## src/rtl/uart_mini_rx.sv

```systemverilog
// uart_mini_rx -- 8N1 UART receiver with an RX FIFO and an APB slave.
//
// The receiver takes 1 start bit, 8 data bits sent LSB first, and 1 stop bit.
// A per-bit cycle counter times each bit, and the line is sampled at mid-bit.
// Good bytes go into a FIFO of FIFO_DEPTH entries. The CPU reads them over APB.
//
// Parameters
//   CLKS_PER_BIT  clk cycles per bit (>= 4)
//   FIFO_DEPTH    RX FIFO entries (power of two, >= 2)
//
// Ports
//   clk, rst_n                clock / asynchronous active-low reset
//   apbs_psel, apbs_penable,  APB slave inputs; only apbs_paddr[3:2] is decoded
//   apbs_pwrite, apbs_paddr,
//   apbs_pwdata
//   apbs_prdata               APB read data; combinational, zero outside read access
//   apbs_pready, apbs_pslverr tied 1 / 0
//   rx                        serial input (asynchronous, idle high)
//   rts                       flow control, low = ready to receive
//   irq                       registered level interrupt
//   dreq                      DMA request = FIFO not empty
//
// Register map
//   0x0 RXDATA  [7:0] FIFO head. Reading it pops the head. An empty read returns 0.
//   0x4 STATUS  [0] not_empty [1] full [2] overrun (W1C) [3] frame_err (W1C)
//   0x8 CTRL    [0] IRQEN
//   0xC         reads 0
//
// Build option
//   UART_RX_RTS_EN  registered rts goes high when the FIFO count >= FIFO_DEPTH-1.
//                   When the macro is undefined, rts is tied low.

module uart_mini_rx #(
  parameter int CLKS_PER_BIT = 868,
  parameter int FIFO_DEPTH   = 4
) (
  input  logic        clk,
  input  logic        rst_n,
  input  logic        apbs_psel,
  input  logic        apbs_penable,
  input  logic        apbs_pwrite,
  input  logic [15:0] apbs_paddr,
  input  logic [31:0] apbs_pwdata,
  output logic [31:0] apbs_prdata,
  output logic        apbs_pready,
  output logic        apbs_pslverr,
  input  logic        rx,
  output logic        rts,
  output logic        irq,
  output logic        dreq
);

  localparam int CW = $clog2(CLKS_PER_BIT);
  localparam int AW = $clog2(FIFO_DEPTH);

  localparam logic [CW-1:0] FULL_LOAD = CW'(CLKS_PER_BIT - 1);
  localparam logic [CW-1:0] HALF_LOAD = CW'(CLKS_PER_BIT / 2 - 1);
  localparam logic [AW:0]   DEPTH_C   = (AW + 1)'(FIFO_DEPTH);

  typedef enum logic [2:0] {
    S_IDLE   = 3'd0,
    S_START  = 3'd1,
    S_DATA   = 3'd2,
    S_STOP   = 3'd3,
    S_WAITHI = 3'd4
  } state_t;

  // ---------------------------------------------------------------- sync
  logic rx_s1, rx_s2;

  always_ff @(posedge clk or negedge rst_n) begin
    if (!rst_n) begin
      rx_s1 <= 1'b1;
      rx_s2 <= 1'b1;
    end else begin
      rx_s1 <= rx;
      rx_s2 <= rx_s1;
    end
  end

  // ---------------------------------------------------------------- FSM
  state_t          state;
  logic [CW-1:0]   cnt;
  logic [2:0]      bit_idx;
  logic [7:0]      shift;

  always_ff @(posedge clk or negedge rst_n) begin
    if (!rst_n) begin
      state   <= S_IDLE;
      cnt     <= '0;
      bit_idx <= '0;
      shift   <= '0;
    end else begin
      case (state)
        S_IDLE: begin
          if (!rx_s2) begin
            state <= S_START;
            cnt   <= HALF_LOAD;
          end
        end
        S_START: begin
          if (cnt == '0) begin
            if (rx_s2) begin
              state <= S_IDLE;
            end else begin
              state   <= S_DATA;
              cnt     <= FULL_LOAD;
              bit_idx <= '0;
            end
          end else begin
            cnt <= cnt - 1'b1;
          end
        end
        S_DATA: begin
          if (cnt == '0) begin
            shift[bit_idx] <= rx_s2;
            cnt            <= FULL_LOAD;
            if (bit_idx == 3'd7) state <= S_STOP;
            else                 bit_idx <= bit_idx + 1'b1;
          end else begin
            cnt <= cnt - 1'b1;
          end
        end
        S_STOP: begin
          if (cnt == '0) state <= rx_s2 ? S_IDLE : S_WAITHI;
          else           cnt   <= cnt - 1'b1;
        end
        S_WAITHI: begin
          if (rx_s2) state <= S_IDLE;
        end
        default: state <= S_IDLE;
      endcase
    end
  end

  // Push and frame_err are decoded in the same cycle as the stop-bit sample.
  // The FIFO write then becomes visible one cycle later.
  logic stop_sample, push_req, fe_set;
  assign stop_sample = (state == S_STOP) && (cnt == '0);
  assign push_req    = stop_sample && rx_s2;
  assign fe_set      = stop_sample && !rx_s2;

  // ---------------------------------------------------------------- APB decode
  logic       rd_acc, wr_acc;
  logic [1:0] sel;
  assign rd_acc = apbs_psel && apbs_penable && !apbs_pwrite;
  assign wr_acc = apbs_psel && apbs_penable &&  apbs_pwrite;
  assign sel    = apbs_paddr[3:2];

  // ---------------------------------------------------------------- FIFO
  logic [7:0]  mem [FIFO_DEPTH];
  logic [AW-1:0] wr_ptr, rd_ptr;
  logic [AW:0]   count;
  logic          empty, full, pop, do_push, ovr_set;

  assign empty = (count == '0);
  assign full  = (count == DEPTH_C);
  assign pop   = rd_acc && (sel == 2'd0) && !empty;
  // When the FIFO is full, a pop in the same cycle frees a slot for the push.
  assign do_push = push_req && (!full || pop);
  assign ovr_set = push_req && full && !pop;

  always_ff @(posedge clk or negedge rst_n) begin
    if (!rst_n) begin
      for (int unsigned i = 0; i < FIFO_DEPTH; i++) mem[i] <= '0;
      wr_ptr <= '0;
      rd_ptr <= '0;
      count  <= '0;
    end else begin
      if (do_push) begin
        mem[wr_ptr] <= shift;
        wr_ptr      <= wr_ptr + 1'b1;
      end
      if (pop) rd_ptr <= rd_ptr + 1'b1;
      case ({do_push, pop})
        2'b10:   count <= count + 1'b1;
        2'b01:   count <= count - 1'b1;
        default: count <= count;
      endcase
    end
  end

  // ---------------------------------------------------------------- regs
  logic overrun, frame_err, irqen;
  logic st_wr;
  assign st_wr = wr_acc && (sel == 2'd1);

  always_ff @(posedge clk or negedge rst_n) begin
    if (!rst_n) begin
      overrun   <= 1'b0;
      frame_err <= 1'b0;
      irqen     <= 1'b0;
      irq       <= 1'b0;
    end else begin
      // If a flag is set and cleared in the same cycle, the set wins.
      overrun   <= ovr_set | (overrun   & ~(st_wr & apbs_pwdata[2]));
      frame_err <= fe_set  | (frame_err & ~(st_wr & apbs_pwdata[3]));
      if (wr_acc && (sel == 2'd2)) irqen <= apbs_pwdata[0];
      irq <= irqen & (!empty | overrun | frame_err);
    end
  end

  always_comb begin
    apbs_prdata = '0;
    if (rd_acc) begin
      case (sel)
        2'd0:    if (!empty) apbs_prdata[7:0] = mem[rd_ptr];
        2'd1:    apbs_prdata[3:0] = {frame_err, overrun, full, !empty};
        2'd2:    apbs_prdata[0]   = irqen;
        default: apbs_prdata = '0;
      endcase
    end
  end

  assign apbs_pready  = 1'b1;
  assign apbs_pslverr = 1'b0;
  assign dreq         = !empty;

`ifdef UART_RX_RTS_EN
  localparam logic [AW:0] RTS_TH = (AW + 1)'(FIFO_DEPTH - 1);
  always_ff @(posedge clk or negedge rst_n) begin
    if (!rst_n) rts <= 1'b0;
    else        rts <= (count >= RTS_TH);
  end
`else
  assign rts = 1'b0;
`endif

  logic unused_ok;
  assign unused_ok = ^{apbs_paddr[15:4], apbs_paddr[1:0], apbs_pwdata[31:4], apbs_pwdata[1]};

endmodule

```

## config.mk

```make
export PLATFORM = sky130hd
export DESIGN_NAME = uart_mini_rx
export DESIGN_NICKNAME = d
export VERILOG_FILES = /design/src/rtl/uart_mini_rx.sv
export SDC_FILE = /design/constraint.sdc
export NUM_CORES = 1
export LEC_CHECK = 0
export CAP_MARGIN = 0
export CORE_MARGIN = 2
export CORE_UTILIZATION = 45
export DETAILED_ROUTE_END_ITERATION = 8
export GPL_ROUTABILITY_DRIVEN = 0
export PLACE_DENSITY = 0.77
export RECOVER_POWER = 25
export SETUP_SLACK_MARGIN = 0.3
export SLEW_MARGIN = 5
export SYNTH_ARGS = -nofsm -noshare
export SYNTH_HDL_FRONTEND = slang
export SYNTH_SLANG_ARGS = --single-unit
```

## constraint.sdc

```tcl
create_clock -name clk -period 2.4 [get_ports clk]
set_clock_uncertainty 0.1 [all_clocks]
set_input_delay 0.36 -clock clk [delete_from_list [all_inputs] [get_ports clk]]
set_output_delay 0.36 -clock clk [all_outputs]
set_load 0.01 [all_outputs]
```

# Word-level counts from Yosys, hierarchy flattened
# Index checks and enable logic that the tools add are counted.
[op_classes]
n_mux = 35
n_addsub = 6
reduce_logical = 32
order_cmp = 5
n_bitwise = 13
eq_ne = 20
[ops]
columns = ["operator", "count"]
rows = [
  ["10-bit 2-to-1 mux", 5],
  ["8-bit 2-to-1 mux", 5],
  ["10-bit case mux with 4 select lines", 1],
  ["3-bit 2-to-1 mux", 11],
  ["32-bit bitwise mux", 1],
  ["2-bit inequality test (second input constant)", 9],
  ["3-bit case mux with 2 select lines", 3],
  ["8-bit binary-select mux with 2-bit select", 1],
  ["8-bit demux with 2-bit select", 1],
  ["1-bit logical AND", 15],
  ["3-bit case mux with 5 select lines", 1],
  ["10-bit logical NOT", 1],
  ["10-bit by 1-bit subtractor with 10-bit output (second input constant)", 1],
  ["3-bit == test (second input constant)", 3],
  ["8-bit bitwise mux", 1],
  ["3-bit by 1-bit adder with 3-bit output (second input constant)", 2],
  ["3-bit by 2-bit == test with 1-bit output (second input constant)", 2],
  ["3-bit greater-or-equal comparator (second input constant)", 2],
  ["3-bit logical NOT", 2],
  ["2-bit NOT with 3-bit output", 2],
  ["6-bit AND reduction", 1],
  ["1-bit AND", 5],
  ["1-bit logical NOT", 5],
  ["5-bit AND reduction", 1],
  ["other kinds (22)", 30],
]
[word_totals]
register_bits = 69
input_bits = 54
output_inout_bits = 37

# Longest topological paths before layout
# Gate-level depths: netlist of run 1.
[logic_depth]
word_depth = 8
depth_mapped = 9
ltp_nobuf = 8

# Least setup slack after synthesis of run 1
# OpenSTA, ideal clock, no wires.
[synth_path]
path_kind = "reg2reg"
startpoint = "register cnt[0]"
endpoint = "register count[2]"
t_arrival_ps = 2391
stages_incl_launch_ff = 10
path_slack_ps = -171
required_time_ps = 2221
synth_period_minus_slack_ps = 2571
path_cell_list = "dfrtp_1 -> inv_1 -> ha_1 -> or4b_1 -> buf_6 -> or4_4 -> o21ai_2 -> fa_1 -> mux2i_1 -> xor2_1"
[synth_via]
elab_chain_len = 6
elab_cells_between_ends = 8
classes_between = "2 x eq/ne; 1 x mux; 5 x reduce/logical"
[synth_rtl]
columns = ["item", "line", "text"]
rows = [
  ["start, declared", "83", "logic [CW-1:0] cnt;"],
  ["start signal, assigned", "111", "cnt <= cnt - 1'b1;"],
  ["start signal, assigned", "121", "cnt <= cnt - 1'b1;"],
  ["start signal, assigned", "126", "else cnt <= cnt - 1'b1;"],
  ["10-bit logical NOT *", "139", "assign stop_sample = (state == S_STOP) && (cnt == '0);"],
  ["1-bit logical AND *", "139", ""],
  ["1-bit logical AND *", "140", "assign push_req = stop_sample && rx_s2;"],
  ["1-bit logical AND *", "160", "assign do_push = push_req && (!full || pop);"],
  ["2-bit by 1-bit == test with 1-bit output / 2-bit == test (equally long branches)", "175", "case ({do_push, pop})"],
  ["3-bit case mux with 2 select lines / 2-bit nonzero test (equally long branches)", "-", ""],
  ["end signal, assigned", "176", "2'b10: count <= count + 1'b1;"],
  ["end signal, assigned", "177", "2'b01: count <= count - 1'b1;"],
  ["end signal, assigned", "178", "default: count <= count;"],
  ["end, declared", "153", "logic [AW:0] count;"],
]
# Every way passes the cells marked *; elsewhere a longest branch is shown, timed or not.
# A chain may end at the register's enable or synchronous reset.

# Worst setup path in the final report of run 1
# Same ends and word-level chain as after synthesis.

==> impl_metrics.toml, run 1 <==
[run_status]
status = "finished, violations left"
failed_checks = "negative setup slack"

[timing]
relSlewSlack_pct = 10.7
finalSetupTns_ps = -5060
fin_crit_ps = 2580
hold_viol = 0
setup_viol = 45
slew_violations = 0
tightest_slew_ps = 1340
layout_setup_ws_ps = -184
period_share_pct = 108
max_freq_mhz = 387
grt_setup_unrepaired = "yes"

[hold_path]
worstHoldStart = "rx_s1$_DFF_PN1_"
hold_class = "reg -> reg"
min_to = "rx_s2$_DFF_PN1_"
holdPathStages = 0

[global_route]
antenna_found_initial = 0
grt_pass1_wl_um = 14000
grt_usage_pct = 18.4
grt_max_degree = 48
first_global_vias = 2820
grt_overflow = 0

[cts]
htree_levels = 3
clkSinkCount = 69
cts.path.max_buffers = 2
cts_tree = "done"
clk_latency_ps = 350
cts-root-buf = "clkbuf_8"
cts.reportedPaths.clkPinSlew_ps = 80
cts_buffers = 9

[synthesis]
synthFlopType = "dfrtp_1"
synth_top_area_share_pct = 43.4
yosys.area_share.xor_xnor_pct = 1.13
muxShareOfSynthArea_pct = 20.5
synth_area_sq_mm = 0.00387
synth_cell_types = 59
synth_seq_cells = 69
yosysWarnings = 0
ys_top_cells_by_area = "dfrtp_1 43%, mux2_4 12%, buf_4 5.2%"
synth_top_family_by_area = "multiplexers"
synthAdderAreaFrac_pct = 3.11
yosys.area_share.simple_pct = 13.5
syn_avg_cell_area_sq_um = 12.2
seq_area_frac_synth_pct = 44.7
synthCells = 316
synth_edf_count = 0
synth_compound_area_share_pct = 8.96
yosys.area.top_type = "dfrtp_1"
synth-async-reset-ratio_pct = 100

[worst_setup_path]
slowest_stage = "or4_4"
cp-end-kind = "flop"
crit_chain = "inv_2 > ha_4 > or4b_4 > or4_4 > o21ai_4 > fa_2 > mux2i_2 > xor2_1"
cp.arrival_ps = 2750
path_max_fanout = 2
reg2reg_slack_ps = -180
r2r_end = "count[2]$_DFFE_PN0P_"
worst_r2r_path_depth = 8
crit_required_ps = 2570
path_class = "reg -> reg"
r2r_start = "cnt[0]$_DFFE_PN0P_"
slowest_delay_ps = 530
cp-start-kind = "flop"

[pwr]
fin_total_pwr_mw = 3.06
peakVddDrop_mv = 0.346
power.density_mw_per_mm2 = 617
p_leak_nw = 2.42

[place]
dpl-instance-area_sq_mm = 0.00434
place_hpwl_um = 5580
numPortBuffers = 20

[layout]
drive_above_1_share_pct = 44.0
synthToLayoutAreaGrowth_pct = 28.0
n_antenna_cell = 0
nNetsFinal = 461
fin_area_sq_mm = 0.00495
finish.utilization_pct = 60.0

[route]
ant_nets = 0
vias_per_cell = 5.36
routed_wl_um = 8960
post_drt_wl_per_cell_um = 17.7
drc = 0
drt_first_iter_violations = 94
dr.pass1.iters = 4
num_vias = 2718

[die]
dieArea_sq_mm = 0.00935
initial_core_util_pct = 46.8
core_area_sq_mm = 0.00826
die_y_um = 96.7
io_pins = 91
dieWidth_um = 96.7
core.rowCount = 33

[flow_run]
cap_violations = 0
-- Yosys cell counts, types with 4 or more instances --
master and n:
nor2_1 18, dfrtp_1 67, ha_1 8, mux2_4 32
o21a_1 4, clkbuf_1 5, inv_1 9, and2_1 5
nand2b_1 4, a22o_1 5, nor3b_1 4, xnor2_1 4
nor3_1 4, mux2_2 9, mux4_2 8, nand3b_1 5
buf_4 27, a21oi_1 10, nand2_1 17, nand2_8 4
o21ai_0 8
-- cells in the final DEF (no fill, tap or decap), types with 4 or more instances in the layout --
master / instances
xnor2_1: 4
o21ai_1: 4
clkbuf_8: 9
buf_4: 49
a22o_1: 5
buf_6: 14
nand2b_1: 4
mux4_2: 8
mux2_4: 33
inv_1: 8
conb_1: 27
nand2_1: 15
clkdlybuf4s50_1: 5
nand2_8: 4
o21a_1: 4
nor2_1: 16
a21oi_1: 8
mux2_2: 8
buf_2: 4
nand3b_1: 5
o21ai_0: 5
dfrtp_1: 67
ha_1: 7
-- stage by stage --
stage               worst slack, ps  hold WS (ps)  cells
floorplan                      -165         -35.6    341
global placement               -149           246    462
detailed placement             -184           248    462
CTS                            -177           259    492
global route                   -307           265    507
finish                         -184           258    507
-- kinds of logic after synthesis --
kind of cell	Yosys count
and+or+nand+nor	82
DFF	69
muxes	52
AOI/OAI and AO/OA	50
buffers and inverters	47
adders and majority gates	9
xor gates and xnor gates	5
other	2
-- layout make-up --
type                    instances  area (sq um)
multi-input cells             225          2100
clock inverters                 6           111
flip-flops and latches         69          1730
fillers                       628          3310
well taps                     105           131
clock buffers                   9           124
repair buffers                 84           724
inverters                       9          33.8
-- sequential cells by signal, indices dropped and copies added, names as in the netlist --
register   flops
state          3
rd_ptr         2
mem           32
cnt           10
frame_err      1
rx_s2          1
shift          8
irqen          1
wr_ptr         2
count          3
bit_idx        3
rx_s1          1
irq            1
overrun        1
-- metal layers --
layer | vias up | part of all wire [%] | track usage [%] | wire (um)
met5 | - | 0 | 0 | 0
met4 | 0 | 1.8 | 6.50 | 164
met3 | 15 | 3.7 | 3.97 | 331
met2 | 71 | 54 | 32.7 | 4860
met1 | 1390 | 40 | 22.1 | 3600
li1 | 1242 | - | - | -
-- worst max-delay path by stage --
| stage | end | cells past startpoint | start | slack (ps) |
|---|---|---|---|---|
| floorplan | count[2]$_DFFE_PN0P_ | 9 | cnt[0]$_DFFE_PN0P_ | -160 |
| global placement | mem[25]$_DFFE_PN0P_ | 7 | apbs_pwrite | -150 |
| detailed placement | mem[17]$_DFFE_PN0P_ | 7 | apbs_pwrite | -180 |
| CTS | count[2]$_DFFE_PN0P_ | 8 | cnt[0]$_DFFE_PN0P_ | -180 |
| global route | count[2]$_DFFE_PN0P_ | 8 | cnt[0]$_DFFE_PN0P_ | -310 |
| finish | count[2]$_DFFE_PN0P_ | 8 | cnt[0]$_DFFE_PN0P_ | -180 |
-- critical path, delay by kind of cell, from the launching register on --
family	cells	cell delay, ps
flip-flops	1	410
XOR/XNOR	1	180
AO/OA/AOI/OAI	1	170
multiplexers	1	230
adder cells (fa/ha/maj)	2	350
AND/OR/NAND/NOR	2	990
buffers and inverters	1	90
-- timing repair --
item                                    CTS  global route
buffers inserted                         14            15
pin swaps                                11             6
hold endpoints to repair                 20             0
endpoints found under the setup margin   71            71
cloned                                    0             0
hold buffers                              1             0
resized for setup                        50            31
-- power by group --
part	internal, mW	switching, mW
logic	0.356	0.258
registers	1.22	0.0751
clock network	0.686	0.463
(Power assumes the default switching activity.)
==> run 2, diff against run 1 <==
- SETUP_SLACK_MARGIN: 0.3 -> default
==> run 2 against run 1 <==
  * The flow still finishes with violations (negative setup slack)
  * Sequential share of layout area up 2.0 points
  * Worst hold slack worse by 1.3 ps
  * Largest cell class unchanged
  * Via count down 5.2%
  * Clock-buffer cell count up 3
  * Utilization down 3.2 points
  * Routed wire length down 11%
  * Flip-flop and latch count unchanged
==> impl_metrics.toml, run 2 (same netlist as run 1, synthesis figures left out) <==
[timing]
period_share_pct = 104
fin_crit_ps = 2510
slew_violations = 0
finalSetupTns_ps = -2550
layout_setup_ws_ps = -107
grt_setup_unrepaired = "yes"
hold_viol = 0
relSlewSlack_pct = 8.95
setup_viol = 35
max_freq_mhz = 399
tightest_slew_ps = 1370

[route]
vias_per_cell = 5.22
ant_nets = 0
post_drt_wl_per_cell_um = 16.2
dr.pass1.iters = 4
num_vias = 2578
drt_first_iter_violations = 96
routed_wl_um = 7980
drc = 0

[layout]
drive_above_1_share_pct = 38.8
largest_reg_flops = 32
fin_area_sq_mm = 0.00469
finalNonFillerCells = 494
layout_common_cells = "66 x dfrtp_1, 44 x buf_4, 32 x mux2_4"
nNetsFinal = 447
synthToLayoutAreaGrowth_pct = 21.2
largestRegisters = "mem x32, cnt x10, shift x8"
top_register = "mem"
final_common_cell = "dfrtp_1"
n_antenna_cell = 0

[worst_setup_path]
reg2reg_slack_ps = -110
critPathBufInv = 1
crit_family = "simple AND/OR/NAND/NOR gates"
path_max_fanout = 2
slowest_stage = "or4_4"
crit_required_ps = 2570
worst_r2r_path_depth = 7
cp-start-kind = "flop"
crit_chain = "inv_2 > ha_1 > or4b_4 > or4_4 > o21ai_4 > fa_2 > mux2i_1"
cp-end-kind = "flop"
r2r_start = "cnt[1]$_DFFE_PN0P_"
path_class = "reg -> reg"
r2r_end = "count[1]$_DFFE_PN0P_"
cp.arrival_ps = 2670
slowest_delay_ps = 520

[global_route]
first_global_vias = 2628
grt_overflow = 0
use_met2_pct = 30.3
antenna_found_initial = 0
grt_util_met3_pct = 3.90
grt_max_degree = 48
grt_usage_pct = 17.8
top_usage_layer = "met2"
gr-usage-met1_pct = 22.6
grt_pass1_wl_um = 13400

[run_status]
failed_checks = "negative setup slack"
status = "finished, violations left"

[hold_path]
min_to = "rx_s2$_DFF_PN1_"
worstHoldStart = "rx_s1$_DFF_PN1_"
hold_class = "reg -> reg"
holdPathStages = 0

[place]
numPortBuffers = 20
place_inst = 462
dpl-instance-area_sq_mm = 0.00432
place_hpwl_um = 5540

[cts]
htree_levels = 3
clk_latency_ps = 340
cts.reportedPaths.clkPinSlew_ps = 80
cts_buffers = 9
cts_tree = "done"
cts-root-buf = "clkbuf_8"
clkSinkCount = 69
cts.path.max_buffers = 2

[pwr]
p_leak_nw = 2.31
power.density_mw_per_mm2 = 597
peakVddDrop_mv = 0.239

[die]
dieWidth_um = 96.7
initial_core_util_pct = 46.8
dieArea_sq_mm = 0.00935
core.rowCount = 33
core_area_sq_mm = 0.00826
die_y_um = 96.7
io_pins = 91

[flow_run]
cap_violations = 0
## run 2: what timing repair did
action,in CTS,in global routing
hold endpoints to repair,20,0
setup endpoints to repair,45,60
buffers inserted,6,10
gates resized for setup,23,23
pin swaps,1,8
cloned,0,0
hold buffers,1,0
## run 2: cell type report
| cell class | instances | area, sq um |
|---|---|---|
| multi-input cells | 225 | 1990 |
| clock buffers | 12 | 155 |
| clock inverters | 4 | 70.1 |
| fillers | 657 | 3570 |
| inverters | 9 | 33.8 |
| well taps | 105 | 131 |
| flip-flops and latches | 69 | 1730 |
| repair buffers | 70 | 577 |
## run 2: power breakdown
group,internal [mW],leakage (nW),switching (mW)
registers,1.22,0.909,0.0741
logic,0.237,1.29,0.198
clock network,0.639,0.116,0.429
## run 2: how the worst max path moves through the flow
stage,to,cells past startpoint,from,slack (ps)
CTS,count[1]$_DFFE_PN0P_,7,cnt[1]$_DFFE_PN0P_,-130
global placement,apbs_prdata[1],6,apbs_pwrite,-140
floorplan,count[2]$_DFFE_PN0P_,9,cnt[0]$_DFFE_PN0P_,-160
finish,count[1]$_DFFE_PN0P_,7,cnt[1]$_DFFE_PN0P_,-110
detailed placement,apbs_prdata[3],6,apbs_pwrite,-210
global route,count[2]$_DFFE_PN0P_,8,cnt[0]$_DFFE_PN0P_,-240
## run 2: per-stage QoR
step / util (%) / setup WS, ps / power, mW / hold slack, ps
after floorplan: - / -165 / 1.54 / -35.6
after global placement: 52.3 / -141 / 1.68 / 246
after detailed placement: 52.3 / -208 / 1.70 / 247
after CTS: 55.9 / -127 / 2.82 / 257
after global routing: 56.8 / -243 / 2.93 / 271
final: 56.8 / -107 / 2.80 / 257
## run 2: layer usage
| metal | part of all wire (%) | wire (um) |
|---|---|---|
| met1 | 43 | 3460 |
| met2 | 52 | 4170 |
| met3 | 3.5 | 281 |
| met4 | 0.90 | 72 |
| met5 | 0 | 0 |
==> run 3, diff against run 2 <==
- CORE_UTILIZATION: 45 -> 50
- PLACE_DENSITY: 0.77 -> 0.81
- RECOVER_POWER: 25 -> 50
- clock period: 2.4 -> 2.6 ns (I/O delays scaled with it)
==> run 3 against run 2 <==
  * The flow now finishes without violations
  * Register-to-register slack gained 140 ps
  * Cell area down 3.7%
  * Flip-flop and latch count stayed put
  * Critical path type unchanged
  * Sequential share of layout area is 1.4 points higher
  * Via count down 2.4%
  * Sequential power decreased by 9%
==> impl_metrics.toml, run 3 (same netlist as run 1, synthesis figures left out) <==
[cts]
cts.reportedPaths.clkPinSlew_ps = 80
cts.path.max_buffers = 2
clkSinkCount = 69
cts_tree = "done"
cts_buffers = 9
cts-root-buf = "clkbuf_8"
clk_latency_ps = 350
htree_levels = 3

[worst_setup_path]
cp-start-kind = "flop"
worst_r2r_path_depth = 8
r2r_end = "count[2]$_DFFE_PN0P_"
reg2reg_slack_ps = 30
r2r_start = "cnt[1]$_DFFE_PN0P_"
path_max_fanout = 2
crit_required_ps = 2760
cp.arrival_ps = 2730
cp-end-kind = "flop"
path_class = "reg -> reg"

[route]
post_drt_wl_per_cell_um = 16.5
ant_nets = 0
routed_wl_um = 7730
dr.pass1.iters = 4
drt_first_iter_violations = 111
drc = 0
vias_per_cell = 5.35
num_vias = 2516

[layout]
final_common_cell = "dfrtp_1"
top_register = "mem"
nNetsFinal = 426
largestRegisters = "mem x32, cnt x10, shift x8"
drive_above_1_share_pct = 31.3
synthToLayoutAreaGrowth_pct = 16.8
largest_reg_flops = 32
layout_common_cells = "67 x dfrtp_1, 32 x mux2_4, 27 x conb_1"
n_antenna_cell = 0
nFillCells = 603

[hold_path]
min_to = "rx_s2$_DFF_PN1_"
hold_class = "reg -> reg"
worstHoldStart = "rx_s1$_DFF_PN1_"
holdPathStages = 0

[timing]
finalSetupTns_ps = 0
grt_setup_unrepaired = "yes"
hold_viol = 0
tightest_slew_ps = 1060
layout_setup_ws_ps = 33.0
setup_viol = 0
period_share_pct = 98.7
relSlewSlack_pct = 29.4
fin_hold_ws_ps = 268
slew_violations = 0
max_freq_mhz = 390
fin_crit_ps = 2570

[run_status]
status = "completed"

[global_route]
grt_pass1_wl_um = 13100
grt_overflow = 0
antenna_found_initial = 0
grt_usage_pct = 19.4
first_global_vias = 2547
grt_max_degree = 52

[pwr]
power.density_mw_per_mm2 = 567
seq_power_share_pct = 45.9
power_frac_comb_pct = 15.6
p_leak_nw = 2.25
power.clock.fraction_pct = 38.5
power_switching_share_pct = 27.1
fin_total_pwr_mw = 2.56
p_int_mw = 1.86
peakVddDrop_mv = 0.342
switching_power_mw = 0.694

[die]
core_area_sq_mm = 0.00761
io_pins = 91
initial_core_util_pct = 50.8
core.rowCount = 32
die_y_um = 92.0
dieArea_sq_mm = 0.00845
dieWidth_um = 92.0

[place]
numPortBuffers = 20
place_hpwl_um = 5300
place_ws_ps = -35.0

[flow_run]
cap_violations = 0
[run 3: changes by cell type in the layout (fill, tap and decap cells not counted), sizes merged]
| cell | change |
|---|---|
| buf | -24 |
| clkbuf | -8 |
| clkdlybuf4s15 | +1 |
| clkdlybuf4s50 | +1 |
| clkinvlp | +2 |
| dlygate4sd2 | +2 |
| dlymetal6s2s | +4 |
| inv | +1 |
[run 3: what timing repair did]
item | CTS | global route
resized for setup | 10 | 11
setup endpoints to repair | 10 | 9
cloned | 0 | 0
endpoints found under the hold margin | 18 | 0
pin swaps | 2 | 4
hold buffers | 1 | 0
buffers inserted | 5 | 7
[run 3: through the flow]
| stage | util (%) | instances | instance area (sq um) |
|---|---|---|---|
| 2_1_floorplan | - | 341 | 3960 |
| 3_3_place_gp | 54.7 | 441 | 4160 |
| 3_5_place_dp | 54.7 | 441 | 4160 |
| 4_1_cts | 58.5 | 463 | 4450 |
| 5_1_grt | 59.4 | 470 | 4520 |
| 6_report | 59.4 | 470 | 4520 |
[run 3: worst max path at each step]
stage | to | cells past startpoint | from
floorplan | count[2]$_DFFE_PN0P_ | 9 | cnt[0]$_DFFE_PN0P_
global placement | apbs_prdata[1] | 6 | apbs_pwrite
detailed placement | apbs_prdata[1] | 6 | apbs_pwrite
CTS | count[2]$_DFFE_PN0P_ | 8 | cnt[0]$_DFFE_PN0P_
global route | count[2]$_DFFE_PN0P_ | 8 | cnt[1]$_DFFE_PN0P_
finish | count[2]$_DFFE_PN0P_ | 8 | cnt[1]$_DFFE_PN0P_
[run 3: layer usage]
metal | vias up | share of wire, % | global-route usage [%]
met5 | - | 0 | 0
met4 | 0 | 0.97 | 4.60
met3 | 6 | 4.3 | 4.44
met2 | 74 | 51 | 32.3
met1 | 1269 | 44 | 25.9
li1 | 1167 | - | -
[run 3: critical path: stages, from the launching register on]
cell and delay (ps):
dfrtp_1 400, inv_2 80, ha_4 120, or4b_4 460, or4_4 520, o21ai_4 170
fa_2 230, mux2i_2 230, xor2_1 180
[run 3: area by class of cell]
type / instances / area (sq um) / area share, %
Clock buffer: 9 / 124 / 2.74
Clock inverter: 7 / 97.6 / 2.16
Inverter: 9 / 33.8 / 0.748
Multi-Input combinational cell: 225 / 1970 / 43.5
Sequential cell: 69 / 1730 / 38.3
Tap cell: 102 / 128 / 2.83
Timing Repair Buffer: 49 / 438 / 9.70
[run 3: power by group through the flow]
stage,Sequential (mW),Combinational [mW],Clock [mW]
global route,1.18,0.433,1.03
floorplan,1.17,0.245,0
detailed placement,1.20,0.350,0
finish,1.18,0.399,0.984
global placement,1.19,0.336,0
CTS,1.17,0.384,1.00
